## config.mk

```make
export PLATFORM = sky130hd
export DESIGN_NAME = ring_phase_monitor
export DESIGN_NICKNAME = d
export VERILOG_FILES = /design/src/rtl/ring_phase_monitor.sv
export SDC_FILE = /design/constraint.sdc
export NUM_CORES = 1
export LEC_CHECK = 0
export CORE_AREA = 2 2 50 52
export CTS_BUF_LIST = sky130_fd_sc_hd__clkbuf_8
export DETAILED_ROUTE_END_ITERATION = 7
export DIE_AREA = 0 0 52 54
export GPL_TIMING_DRIVEN = 0
export HOLD_SLACK_MARGIN = 0.1
export PLACE_DENSITY = 0.81
export SETUP_SLACK_MARGIN = 0.15
export SLEW_MARGIN = 20
export SYNTH_ARGS = -nofsm -noshare
export SYNTH_HDL_FRONTEND = slang
export SYNTH_SLANG_ARGS = --single-unit
```

## constraint.sdc

```tcl
create_clock -name clk -period 3.54 [get_ports clk]
set_input_delay 0.531 -clock clk [delete_from_list [all_inputs] [get_ports clk]]
set_output_delay 0.531 -clock clk [all_outputs]
set_load 0.02 [all_outputs]
```

## src/rtl/ring_phase_monitor.sv

```systemverilog
// Ring phase monitor: one-hot to index, step legality, lock and rotation count.
// Optional: RING_PHASE_MON_AUTO_RELOCK_EN lets FAULT fall back to SYNC on a legal sample.
module ring_phase_monitor #(
    parameter int N        = 4,
    parameter int LOCK_CNT = 3,
    parameter int ROT_W    = 8
) (
    input  logic                 clk,
    input  logic                 ori,
    input  logic [N-1:0]         ring,
    output logic [$clog2(N)-1:0] idx,
    output logic                 onehot_ok,
    output logic                 locked,
    output logic                 fault,
    output logic                 wrap,
    output logic [ROT_W-1:0]     rot_cnt
);

    localparam int IW = $clog2(N);
    localparam int CW = $clog2(LOCK_CNT + 1);

    typedef enum logic [1:0] {
        SYNC   = 2'd0,
        LOCKED = 2'd1,
        FAULT  = 2'd2
    } state_t;

    state_t         state, state_n;
    logic [IW-1:0]  q, q_n;
    logic           vld, vld_n;
    logic [CW-1:0]  good, good_n;
    logic [ROT_W-1:0] rot_n;
    logic           wrap_n;

    logic           legal;
    logic [IW-1:0]  pos;
    logic [IW-1:0]  nxt;
    logic           adv;
    logic           hold;
    logic           jump;

    always_comb begin
        pos = '0;
        for (int i = 0; i < N; i++)
            if (ring[i])
                pos = IW'(i);
        legal = $onehot(ring);
        nxt   = (q == IW'(N - 1)) ? '0 : q + IW'(1);
        adv   = vld && legal && (pos == nxt);
        hold  = vld && legal && (pos == q);
        jump  = vld && legal && !adv && !hold;
    end

    always_comb begin
        state_n = state;
        q_n     = q;
        vld_n   = vld;
        good_n  = good;
        rot_n   = rot_cnt;
        wrap_n  = 1'b0;
        unique case (state)
            SYNC: begin
                if (!legal) begin
                    good_n = '0;
                    vld_n  = 1'b0;
                end else if (!vld) begin
                    q_n   = pos;
                    vld_n = 1'b1;
                end else if (adv) begin
                    q_n = pos;
                    if (good == CW'(LOCK_CNT - 1)) begin
                        state_n = LOCKED;
                        good_n  = '0;
                    end else begin
                        good_n = good + CW'(1);
                    end
                end else if (jump) begin
                    good_n = '0;
                    q_n    = pos;
                end
            end
            LOCKED: begin
                if (!legal || jump || !vld) begin
                    state_n = FAULT;
                end else if (adv) begin
                    q_n = pos;
                    if (q == IW'(N - 1)) begin
                        wrap_n = 1'b1;
                        rot_n  = rot_cnt + ROT_W'(1);
                    end
                end
            end
            FAULT: begin
`ifdef RING_PHASE_MON_AUTO_RELOCK_EN
                if (legal) begin
                    state_n = SYNC;
                    good_n  = '0;
                    q_n     = pos;
                    vld_n   = 1'b1;
                end
`else
                state_n = FAULT;
`endif
            end
            default: state_n = SYNC;
        endcase
    end

    always_ff @(posedge clk) begin
        if (ori) begin
            state     <= SYNC;
            q         <= '0;
            vld       <= 1'b0;
            good      <= '0;
            idx       <= '0;
            onehot_ok <= 1'b0;
            wrap      <= 1'b0;
            rot_cnt   <= '0;
        end else begin
            state     <= state_n;
            q         <= q_n;
            vld       <= vld_n;
            good      <= good_n;
            onehot_ok <= legal;
            wrap      <= wrap_n;
            rot_cnt   <= rot_n;
            if (legal)
                idx <= pos;
        end
    end

    assign locked = (state == LOCKED);
    assign fault  = (state == FAULT);

endmodule
```

==> results of run 1 <==
-- tightest hold or removal path, stage by stage (launching register included) --
cell	delay (ns)
dfxtp_1	0.32
nand2_1	0.06
mux2i_1	0.06
-- through the flow --
| step | instances | cell area, um2 | hold WS [ns] |
|---|---|---|---|
| after floorplan | 122 | 1090 | 0.451 |
| after global placement | 170 | 1310 | 0.464 |
| after detailed placement | 170 | 1310 | 0.490 |
| after CTS | 177 | 1380 | 0.492 |
| after global routing | 177 | 1410 | 0.492 |
| final | 177 | 1410 | 0.491 |
-- sequential cells by signal, indices dropped and copies added (netlist names) --
signal	cells
vld	1
q	2
good	2
idx	2
rot_cnt	8
state	2
onehot_ok	1
wrap	1
-- routing by layer --
| metal | up-vias | GRT usage [%] | share of wire, % |
|---|---|---|---|
| li1 | 473 | - | - |
| met1 | 406 | 19.2 | 44 |
| met2 | 22 | 29.3 | 49 |
| met3 | 5 | 2.50 | 3.8 |
| met4 | 0 | 7.89 | 2.4 |
| met5 | - | 0 | 0 |
-- layout by cell type, fill, tap and decap left out, types with 3 or more instances in the layout --
| cell type | netlist | routed |
|---|---|---|
| buf_4 | 0 | 3 |
| clkbuf_8 | 2 | 5 |
| xnor2_1 | 5 | 5 |
| mux2i_1 | 3 | 3 |
| nor2_1 | 18 | 18 |
| clkdlybuf4s50_1 | 0 | 16 |
| inv_1 | 11 | 12 |
| or3_1 | 3 | 3 |
| dfxtp_1 | 19 | 19 |
| nand3_1 | 6 | 6 |
| a21oi_1 | 4 | 4 |
| a211oi_1 | 5 | 4 |
| nand2_1 | 7 | 7 |
| o21ai_0 | 4 | 4 |
| ha_1 | 7 | 7 |
-- what timing repair did --
| action | in CTS | in global routing |
|---|---|---|
| resized for setup | 1 | 7 |
| pin swaps | 1 | 1 |
| buffers inserted | 3 | 0 |
| endpoints found under the setup margin | 13 | 7 |
-- area by class of cell --
cell class,instances,area (um2),area share (%)
buffer,4,43.8,3.12
tap,30,37.5,2.67
inverter,11,41.3,2.94
clock buffer,3,41.3,2.94
sequential,19,380,27.1
clock inverter,1,3.75,0.267
multi-input combinational,88,649,46.2
timing repair buffer,21,208,14.8
-- cells by family after synthesis --
kind of cell / after synthesis / synth area share [%]
simple gates: 49 / 26.0
compound gates: 22 / 14.4
flops: 19 / 34.9
buf+inv: 15 / 7.24
fa+ha+maj: 8 / 9.88
xor+xnor: 6 / 4.83
mux: 3 / 2.76
-- report_power, final --
group	leakage [uW]	switching [uW]	total, uW	internal, uW
clock	0.0000269	68.0	145	77.1
combinational	0.000368	57.6	116	58.4
sequential	0.000154	9.89	234	224
-- final timing paths --
kind                  from         end  slack (ns)  cells after the start
setup reg to reg      q[0]     good[0]        1.18                      7
setup / recovery   ring[0]  rot_cnt[7]        0.41                     13
hold reg to reg   state[1]    state[1]        0.49                      2
hold / removal    state[1]    state[1]        0.49                      2
==> run summary, run 1 <==
Critical Path Fanout Max: 10
run status: finished, final reports clean
Final HPWL DP: 1530 um
predominant post-synthesis flop cell: dfxtp_1
number of port buffers: 18
CP Class: in -> reg
total gr overflow: 0
die area: 2810 um2
total number of vias: 906
global placement routability congestion: 0.831
Slew @ Worst Pin: 0.470 ns
Seq/Total Area, Yosys: 34.9%
slew margin rel.: 67.9%
CTS Hold Buffers Added: 0
row count: 18
average wire per standard cell: 11.3 um
Tot Pwr: 495 uW
Synth cell types: 37
share of the synthesized area in the top cell type: 34.9%
post-route minimum period: 3.13 ns
Bufs on Longest Clock Path: 2
CTS Buf Count: 3
Pleak: 0.000549 uW
worst skew pair latency: 0.25 ns
largest net degree at the start of global routing: 11
final hold violations: 0
Synth top cells by count: dfxtp_1 (19), nor2_1 (18), inv_1 (11)
buffer and inverter count on the worst path: 4
Final Util: 60.6%
Root Driver: clkbuf_8
# setup viols final: 0
Slew Limit Fails: 0
min-delay worst type: reg -> reg
worst setup margin: 0.412 ns
ant diodes: 0
# H-tree levels: 1
synth warn: 0
Die Height: 54 um
crit-path cells: clkdlybuf4s50_1, inv_1, fa_1, inv_1, ha_1, ha_1, nor3b_4, and3_1, nand3_1, buf_6, nor4_4, xnor2_1, nor2_1
Slowest-stage cell, CP: fa_1
DR vias/cell: 5.12
PD cells: 352 nW/um2
Layout Nets: 162
VDD IR max: 196 uV
fraction of registers with async set/reset: 0%
clock sink count: 19
initial antenna violation count: 0
top post-synthesis cells by area: dfxtp_1 (35%), ha_1 (8.0%), nor2_1 (6.2%), xnor2_1 (4.0%), inv_1 (3.8%)
fin crit share: 88.4%
Core ar.: 2320 um2
MaxCap Viol Count: 0
setup_tns: 0 ns
CTS tree: done
Routed Antenna Nets: 0
Worst Setup Slack post-DPL: -0.499 ns
Req. time, crit path: 3.69 ns
post-synthesis register bit count: 19
drt pass-1 iters: 4
Syn Nets: 136
Synth Cell Area: 1090 um2
Initial Util: 46.9%
Post-Syn Area per Cell: 8.92 um2
delay-heaviest family, CP: adder cells
EDFF count, synth: 0
IO Count: 20
cell taking the most area after synthesis: dfxtp_1
post-synthesis cell count: 122
Crit. End Element: flop
CTS clk-pin slew, worst paths: 0.07 ns
number of global-route vias before repair: 849
RSZ-0062 raised after global routing: false
fmax: 320 MHz
Worst path max stage delay: 0.53 ns
die outline width: 52 um
Syn-to-layout area delta: 29.1%
Final Skew: 0.00223 ns
layout cells sized above 1: 13.6%
first-pass GRT wire length: 3460 um
DRC: 0
most frequent cell after synthesis: dfxtp_1
initial DRC count: 13
Layout fillers: 203
data arrival time of the critical path: 3.28 ns
Worst Setup Start Kind: input port
WL final: 2010 um
gr usage total: 16.4%
No activity file was read; power rests on OpenSTA's default activity.
==> run 2: changes to the inputs <==
- CTS_BUF_LIST: sky130_fd_sc_hd__clkbuf_8 -> sky130_fd_sc_hd__clkbuf_4 sky130_fd_sc_hd__clkbuf_8 sky130_fd_sc_hd__clkbuf_16
- CTS_CLUSTER_SIZE: default -> 24
==> run 2 against run 1 <==
Compared with the run above:
- cell count did not move
- setup slack got worse by 0.039 ns
- via count fell by 0.11%
- register-to-register slack got worse by 0.08 ns
- count of clock-buffer cells in the layout rose by 1
- clock power fell by 18%
- worst hold slack got worse by 0.055 ns
- first-iteration DRC count did not move
- sequential share of layout area rose by 0.44 points
==> run summary, run 2 (synthesis results as in run 1) <==
ant diodes: 0 (unchanged)
Hold Crit Depth: 2 (unchanged)
final hold slack: 0.436 ns (was 0.491 ns)
Final Skew: 0.00269 ns (was 0.00223 ns)
worst setup margin: 0.373 ns (was 0.412 ns)
register area: 380 um2 (unchanged)
commonest non-fill, non-tap cells in the layout: dfxtp_1 (19), nor2_1 (18), clkdlybuf4s50_1 (17), inv_1 (11) (was dfxtp_1 (19), nor2_1 (18), clkdlybuf4s50_1 (16), inv_1 (12))
Crit. End Element: flop (unchanged)
global placement routability congestion: 0.831 (unchanged)
Layout Nets: 162 (unchanged)
post-route minimum period: 3.17 ns (was 3.13 ns)
Multi-input gate area: 644 um2 (was 649 um2)
DRC: 0 (unchanged)
CTS Hold Buffers Added: 0 (unchanged)
Routed Antenna Nets: 0 (unchanged)
total number of vias: 905 (was 906)
number of port buffers: 18 (unchanged)
fin crit share: 89.5% (was 88.4%)
row count: 18 (unchanged)
DR vias/cell: 5.11 (was 5.12)
first-pass GRT wire length: 3490 um (was 3460 um)
Tot Pwr: 468 uW (was 495 uW)
CP Class: in -> reg (unchanged)
PD cells: 339 nW/um2 (was 352 nW/um2)
WL final: 2040 um (was 2010 um)
Syn-to-layout area delta: 27.0% (was 29.1%)
Slew Limit Fails: 0 (unchanged)
drt pass-1 iters: 4 (unchanged)
CTS Buf Count: 3 (unchanged)
Slowest-stage cell, CP: clkdlybuf4s50_1 (was fa_1)
gr usage total: 16.7% (was 16.4%)
Bufs on Longest Clock Path: 2 (unchanged)
Final HPWL DP: 1530 um (unchanged)
Worst Setup Start Kind: input port (unchanged)
crit-path cells: clkdlybuf4s50_1, inv_1, fa_1, inv_1, ha_1, ha_1, nor3b_4, and3_1, nand3_1, buf_6, nor4_4, xnor2_1, nor2_1 (unchanged)
total gr overflow: 0 (unchanged)
run status: finished, final reports clean (unchanged)
die area: 2810 um2 (unchanged)
Initial Util: 46.9% (unchanged)
Biggest register: rot_cnt (unchanged)
slew margin rel.: 64.9% (was 67.9%)
Worst path max stage delay: 0.52 ns (was 0.53 ns)
Worst Setup Slack post-DPL: -0.499 ns (unchanged)
Req. time, crit path: 3.75 ns (was 3.69 ns)
Core ar.: 2320 um2 (unchanged)
# setup viols final: 0 (unchanged)
final hold violations: 0 (unchanged)
Slew @ Worst Pin: 0.524 ns (was 0.470 ns)
MaxCap Viol Count: 0 (unchanged)
min-delay worst type: in -> reg (was reg -> reg)
initial DRC count: 13 (unchanged)
VDD IR max: 224 uV (was 196 uV)
average wire per standard cell: 11.5 um (was 11.3 um)
Critical Path Fanout Max: 10 (unchanged)
Die Height: 54 um (unchanged)
RSZ-0062 raised after global routing: false (unchanged)
Root Driver: clkbuf_4 (was clkbuf_8)
IO Count: 20 (unchanged)
worst skew pair latency: 0.30 ns (was 0.25 ns)
fmax: 316 MHz (was 320 MHz)
most common cell after layout, fill and taps aside: dfxtp_1 (unchanged)
clock sink count: 19 (unchanged)
Layout fillers: 204 (was 203)
Pleak: 0.000530 uW (was 0.000549 uW)
FF-to-FF path depth: 7 (unchanged)
CTS tree: done (unchanged)
setup_tns: 0 ns (unchanged)
data arrival time of the critical path: 3.38 ns (was 3.28 ns)
initial antenna violation count: 0 (unchanged)
die outline width: 52 um (unchanged)
# H-tree levels: 1 (unchanged)
layout cells sized above 1: 13.6% (unchanged)
Final Util: 59.6% (was 60.6%)
CTS clk-pin slew, worst paths: 0.10 ns (was 0.07 ns)
max reg flops: 8 (unchanged)
largest net degree at the start of global routing: 11 (unchanged)
number of global-route vias before repair: 860 (was 849)
==> run 2: changes by cell type in the layout (fill, tap and decap cells not counted), sizes merged <==
cell / before / now
inv: 12 / 11
clkbuf: 5 / 6
clkdlybuf4s50: 16 / 17
dlymetal6s2s: 2 / 1
==> run 2: path summary, 6_finish.rpt <==
path / from / end / slack [ns]
worst max-delay path: ring[1] / rot_cnt[7] / 0.37
worst min register to register: state[1] / state[1] / 0.50
worst min-delay path: ori / rot_cnt[3] / 0.44
worst max register to register: q[0] / q[0] / 1.10
==> run 2: what timing repair did <==
action | 4_1_cts | 5_1_grt
resized for setup | 1 | 5
setup endpoints to repair | 11 | 7
buffers inserted | 3 | 0
pin swaps | 1 | 1
==> run 2: worst max-delay path: cells and delay by family <==
family / cells / cell delay (ns)
and+or+nand+nor: 5 / 0.88
adders and majority gates: 3 / 0.99
xor gates and xnor gates: 1 / 0.15
buffers and inverters: 4 / 0.83
==> run 2: routing by layer <==
metal	track usage, %	vias to the layer above	wire length, um
met5	0	-	0
met4	7.89	0	57
met3	2.50	4	68
met2	30.6	19	1010
met1	18.9	412	899
li1	-	470	-
==> run 2: power breakdown <==
group	switching (uW)	total, uW	internal, uW
clock	67.4	119	51.7
combinational	57.5	116	58.1
sequential	9.88	234	224
==> run 2: metrics by stage <==
step	area [um2]	cells
6_report	1380	177
5_1_grt	1380	177
4_1_cts	1370	177
3_5_place_dp	1310	170
3_3_place_gp	1310	170
2_1_floorplan	1090	122
==> run 2: area by class of cell <==
| type | count | area share (%) |
|---|---|---|
| Multi-Input combinational cell | 88 | 46.6 |
| Timing Repair Buffer | 21 | 14.8 |
| Clock buffer | 4 | 2.17 |
| Sequential cell | 19 | 27.5 |
| Tap cell | 30 | 2.71 |
| Inverter | 11 | 2.99 |
| Buffer | 4 | 3.17 |
==> run 3: changes to the inputs <==
- CAP_MARGIN: default -> 25
==> results of run 3 <==
Same layout as run 2: the final DEF is identical, and so are final timing and power.
